## config.mk

```make
export PLATFORM = sky130hd
export DESIGN_NAME = pipe_exec_ctl_etom
export DESIGN_NICKNAME = d
export VERILOG_FILES = /design/src/rtl/pipe_exec_ctl_etom.sv
export SDC_FILE = /design/constraint.sdc
export NUM_CORES = 1
export LEC_CHECK = 0
export CORE_MARGIN = 5
export CORE_UTILIZATION = 38
export DETAILED_ROUTE_END_ITERATION = 12
export PLACE_DENSITY = 0.8
export SYNTH_ARGS = -nofsm -noshare
export SYNTH_HDL_FRONTEND = slang
export SYNTH_SLANG_ARGS = --single-unit
```

## constraint.sdc

```tcl
create_clock -name clk -period 3.35 [get_ports clk]
set_clock_uncertainty 0.1 [all_clocks]
set_input_delay 0.67 -clock clk [delete_from_list [all_inputs] [get_ports clk]]
set_output_delay 0.67 -clock clk [all_outputs]
set_load 0.01 [all_outputs]
```

## src/rtl/pipe_exec_ctl_etom.sv

```systemverilog
// Execute-stage control: NZCV flag register, condition evaluation, write/branch gating and the E->M register.
// Define COND_CHECK_EN for full condition-code evaluation; without it every non-flushed instruction executes.
module pipe_exec_ctl_etom #(
  parameter int DW = 32,
  parameter int AW = 4
) (
  input  logic          clk,
  input  logic          rst,
  input  logic          EnM,
  input  logic          FlushE,
  input  logic          FlagWE,
  input  logic          RegWriteE,
  input  logic          MemtoRegE,
  input  logic          MemWriteE,
  input  logic          BranchE,
  input  logic          NoWriteE,
  input  logic [3:0]    CondFieldE,
  input  logic [3:0]    ALUFlags,
  input  logic [DW-1:0] ALUResultE,
  input  logic [DW-1:0] WriteDataE,
  input  logic [AW-1:0] WA3E,
  output logic          CondExE,
  output logic          PCSrcE,
  output logic          RegWriteM,
  output logic          MemtoRegM,
  output logic          MemWriteM,
  output logic [DW-1:0] ALUResultM,
  output logic [DW-1:0] WriteDataM,
  output logic [AW-1:0] WA3M,
  output logic [3:0]    Flags
);

  logic cond_pass;
  logic reg_write_g, mem_write_g, mem_to_reg_g;

`ifdef COND_CHECK_EN
  logic n_f, z_f, c_f, v_f;
  assign {n_f, z_f, c_f, v_f} = Flags;

  // Evaluated against the registered flags only; a flag producer is visible one cycle later.
  always_comb begin
    cond_pass = 1'b1;
    case (CondFieldE)
      4'b0000: cond_pass = z_f;
      4'b0001: cond_pass = !z_f;
      4'b0010: cond_pass = c_f;
      4'b0011: cond_pass = !c_f;
      4'b0100: cond_pass = n_f;
      4'b0101: cond_pass = !n_f;
      4'b0110: cond_pass = v_f;
      4'b0111: cond_pass = !v_f;
      4'b1000: cond_pass = c_f & !z_f;
      4'b1001: cond_pass = !c_f | z_f;
      4'b1010: cond_pass = (n_f == v_f);
      4'b1011: cond_pass = (n_f != v_f);
      4'b1100: cond_pass = !z_f & (n_f == v_f);
      4'b1101: cond_pass = z_f | (n_f != v_f);
      default: cond_pass = 1'b1;
    endcase
  end
`else
  logic unused_cond;
  assign unused_cond = ^CondFieldE;
  assign cond_pass   = 1'b1;
`endif

  assign CondExE      = cond_pass & !FlushE;
  assign PCSrcE       = BranchE & CondExE;
  assign reg_write_g  = RegWriteE & CondExE & !NoWriteE;
  assign mem_write_g  = MemWriteE & CondExE;
  assign mem_to_reg_g = MemtoRegE & CondExE;

  // A stalled instruction never touches the flags, so its condition stays stable across the stall.
  always_ff @(posedge clk or posedge rst) begin
    if (rst) begin
      Flags      <= 4'b0000;
      RegWriteM  <= 1'b0;
      MemtoRegM  <= 1'b0;
      MemWriteM  <= 1'b0;
      ALUResultM <= '0;
      WriteDataM <= '0;
      WA3M       <= '0;
    end else if (EnM) begin
      RegWriteM  <= reg_write_g;
      MemtoRegM  <= mem_to_reg_g;
      MemWriteM  <= mem_write_g;
      ALUResultM <= ALUResultE;
      WriteDataM <= WriteDataE;
      WA3M       <= WA3E;
      if (FlagWE && CondExE) Flags <= ALUFlags;
    end
  end

endmodule

```

======== After elaboration in Yosys (flattened, before gate mapping) ========
Index checks and enable logic that the tools add are counted.
storage, ports and cells
  flip-flop bits (word level) ............. 75
  output and inout bits ................... 77
  logic and storage cells ................. 16
  input bits .............................. 86
cells by class
  reductions and logical operators ........ 4
  bitwise gates (word level) .............. 5
operators with widths
  kind               number
  $and 1x1->1        5
  $logic_not 1->1    2
  $reduce_and 2->1   1
  $logic_and 1x1->1  1

======== Logic depth before layout (Yosys ltp) ========
  word-level depth ........................ 3
  gate-level depth with buffers ........... 4
  mapped depth without buffers ............ 2

======== Worst setup path before layout ========
No wires, ideal clock.
  path type ............................... input -> output
  from .................................... input port BranchE
  to ...................................... output port PCSrcE
  stages on the path ...................... 1
  slack ................................... 1.713 ns
  buffers on the path ..................... 0
  required time ........................... 2.580 ns
  data arrival time ....................... 0.867 ns
  cell sequence ........................... nor2b_1
on the way
  cells in the longest elaborated chain, start to end .. 1
ends and longest elaborated chain
  element             RTL line  text
  start: declaration  15        input logic BranchE,
  $and 1x1->1         68        assign PCSrcE = BranchE & CondExE;
  end: declaration    23        output logic PCSrcE,
Every way passes these cells.

======== Worst setup path after layout ========
  from .................................... input port FlushE
  to ...................................... output port PCSrcE
on the way
  cells in the longest elaborated chain, start to end .. 2
ends and longest elaborated chain
  element             RTL line  text
  start: declaration  10        input logic FlushE,
  $logic_not 1->1     67        assign CondExE = cond_pass & !FlushE;
  $and 1x1->1         68
Every way passes these cells.

==> load_flow_metrics.sql <==
INSERT INTO impl_metrics (metric_group, metric, value, unit) VALUES
('outcome', 'run_status', 'finished clean', ''),
('floorplanning', 'core_region_area', '7292', 'sq um'),
('timing', 'slew_viol_final', '0', ''),
('yosys', 'netlist_top_cells_area', 'sky130_fd_sc_hd__dfrtp_1 66%, sky130_fd_sc_hd__mux2_2 28%, sky130_fd_sc_hd__buf_6 1.6%', ''),
('finish', 'drive_above_1_share', '27.76', '%'),
('cts', 'cts_repair_resize_count', '0', ''),
('detailed_routing', 'detail-route-antenna-nets', '0', ''),
('detailed_routing', 'first_iter_violations', '30', ''),
('yosys', 'syn-num-nets', '251', ''),
('worst_setup_path', 'reg2reg_slack', '2.48', 'ns'),
('flow_run', 'drv_cap', '0', ''),
('worst_setup_path', 'r2r_end', 'ALUResultM[14]$_DFFE_PP0P_', ''),
('detailed_routing', 'route.met3.wl', '583', 'um'),
('place', 'port_buffers', '158', ''),
('global_route', 'maximum_number_of_pins_on_one_net_before_global_route_repair', '43', ''),
('cts', 'cts.reportedPaths.clkPinSlew', '0.07', 'ns'),
('yosys', 'synth.cell_area', '2853', 'sq um'),
('global_route', 'wire_length_of_the_first_global_routing_pass', '11.78', 'mm'),
('cts', 'cts_tree', 'built', ''),
('worst_setup_path', 'worstSetupPathDepth', '3', ''),
('yosys', 'synth-seq-cells', '75', ''),
('yosys', 'dominant_register_cell_in_the_synthesized_netlist', 'sky130_fd_sc_hd__dfrtp_1', ''),
('worst_setup_path', 'worst_path_dominant_cell_family', 'buffers and inverters', ''),
('timing', 'timing.final.crit_share', '79.13', '%'),
('yosys', 'gate_count_post_synth', '165', ''),
('worst_hold_path', 'hp-class', 'register to register', ''),
('worst_setup_path', 'start_kind', 'input pin', ''),
('power', 'report.power.total', '0.002141', 'W'),
('cts', 'clkSinkCount', '75', ''),
('timing', 'finalHoldViolations', '0', ''),
('yosys', 'syn_avg_cell_area', '17.29', 'sq um'),
('cts', 'clockBufferDepth', '2', ''),
('yosys', 'synthDistinctLibCells', '11', ''),
('floorplanning', 'die-height', '96.65', 'um'),
('power', 'peakVddDrop', '0.3030', 'mV'),
('timing', 'fmax', '377.2', 'MHz'),
('finish', 'final_util', '64.26', '%'),
('timing', 'setup_repair_after_global_routing_missed_its_margin', 'no', ''),
('yosys', 'synth-seq-area-share', '65.79', '%'),
('yosys', 'asyncSetResetFlopFracSynth', '100.0', '%'),
('detailed_routing', 'drt_wl_total', '7.076', 'mm'),
('worst_setup_path', 'crit_required', '2.58', 'ns'),
('detailed_routing', 'drtPass1Iterations', '4', ''),
('worst_setup_path', 'timing_worst_setup_path_type', 'input pin to output pin', ''),
('timing', 'final.setup.worst_slack', '0.6990', 'ns'),
('cts', 'cts_buffers', '9', ''),
('yosys', 'synth.most_common_cell', 'sky130_fd_sc_hd__dfrtp_1', ''),
('worst_setup_path', 'crit_path_frequent_cell', 'sky130_fd_sc_hd__clkdlybuf4s50_1', ''),
('global_route', 'grtUsageTotal', '15.68', '%'),
('detailed_routing', 'routedLengthMet1', '2.869', 'mm'),
('place', 'placement.setup.worst_slack', '0.6954', 'ns'),
('worst_setup_path', 'worst_setup_path_end_kind', 'output pin', ''),
('timing', 'timing.final.setup_violations', '0', ''),
('worst_setup_path', 'worst_setup_path_startpoint', 'FlushE', ''),
('finish', 'antenna_cells', '0', ''),
('worst_setup_path', 'timing.critical_path.to', 'PCSrcE', ''),
('global_route', 'grt_remaining_overflow', '0', ''),
('worst_setup_path', 'critPathSlowestCell', 'sky130_fd_sc_hd__clkdlybuf4s50_1', ''),
('timing', 'slew_headroom', '62.34', '%'),
('detailed_routing', 'highest_metal_layer_with_signal_wires', 'met4', ''),
('cts', 'clk-insertion-delay-late', '0.33', 'ns'),
('cts', 'cts-htree-levels', '3', ''),
('cts', 'cts-hold-fix-buffers', '0', ''),
('power', 'cellPowerDensity', '457.0', 'nW/um^2'),
('floorplanning', 'design.die.area', '9340', 'sq um'),
('detailed_routing', 'route.met2.wl', '3.555', 'mm'),
('power', 'cellLeakagePower', '1.952', 'nW'),
('cts', 'cts_post_setup_buffers_inserted', '0', ''),
('worst_setup_path', 'timing.critical_path.slowest_cell_delay', '0.55', 'ns'),
('yosys', 'yosysTopAreaCell', 'sky130_fd_sc_hd__dfrtp_1', ''),
('yosys', 'synth_top_area_share', '65.79', '%');
-- through the flow --
stage	hold WS, ns	cell area [sq um]	cells
3_3_place_gp	0.3756	4513	418
2_1_floorplan	0.4311	2853	165
3_5_place_dp	0.3910	4513	418
6_report	0.4020	4686	434
5_1_grt	0.4105	4686	434
4_1_cts	0.4066	4686	434
-- cells in the final DEF, fill, tap and decap left out --
cell                                n
sky130_fd_sc_hd__clkinv_2           2
sky130_fd_sc_hd__clkdlybuf4s50_1  157
sky130_fd_sc_hd__inv_2              1
sky130_fd_sc_hd__buf_12             1
sky130_fd_sc_hd__a22o_1             2
sky130_fd_sc_hd__dfrtp_1           75
sky130_fd_sc_hd__inv_1              3
sky130_fd_sc_hd__clkbuf_1           3
sky130_fd_sc_hd__buf_4              3
sky130_fd_sc_hd__nor2b_4            1
sky130_fd_sc_hd__clkbuf_8          11
sky130_fd_sc_hd__nand3b_4           1
sky130_fd_sc_hd__a32o_1             1
sky130_fd_sc_hd__nor2b_1            1
sky130_fd_sc_hd__buf_2              1
sky130_fd_sc_hd__mux2_2            72
-- cells by family (layout without fill, tap and decap cells) --
kind of cell / after synthesis / in the layout / share of synthesized area (%)
compound gates: 3 / 3 / 0.9650
buf+inv: 12 / 182 / 3.421
flops: 75 / 75 / 65.79
mux: 72 / 72 / 28.42
simple gates: 3 / 3 / 1.404
-- metal layers --
metal | GRT usage [%] | up-vias
li1 | - | 906
met3 | 6.978 | 8
met2 | 26.91 | 86
met1 | 17.87 | 984
met4 | 3.888 | 0
met5 | 0 | -
-- registers in the layout, indices dropped and copies added (netlist names) --
register	flops
ALUResultM	32
Flags	4
MemWriteM	1
WA3M	4
RegWriteM	1
MemtoRegM	1
WriteDataM	32
-- how the worst min path moves through the flow --
stage	start	end	slack (ns)	depth (start not counted)
CTS	RegWriteM$_DFFE_PP0P_	RegWriteM$_DFFE_PP0P_	0.41	1
detailed placement	RegWriteM$_DFFE_PP0P_	RegWriteM$_DFFE_PP0P_	0.39	1
global route	RegWriteM$_DFFE_PP0P_	RegWriteM$_DFFE_PP0P_	0.41	1
floorplan	RegWriteM$_DFFE_PP0P_	RegWriteM$_DFFE_PP0P_	0.43	1
global placement	RegWriteM$_DFFE_PP0P_	RegWriteM$_DFFE_PP0P_	0.38	1
finish	RegWriteM$_DFFE_PP0P_	RegWriteM$_DFFE_PP0P_	0.40	1
-- power by group --
part	internal, W	total (W)	switching (W)
combinational	0.000326	0.000489	0.000163
clock	0.000308	0.000605	0.000297
sequential	0.000999	0.00105	0.0000477
-- final cells by class --
type                    instances  area, sq um
repair buffers                162         1619
fillers                       587         2606
clock inverters                 2        10.01
multi-input cells              78        878.3
clock buffers                  14        162.7
well taps                      99        123.9
flip-flops and latches         75         1877
inverters                       4        15.01
No activity file was read; power rests on OpenSTA's default activity.
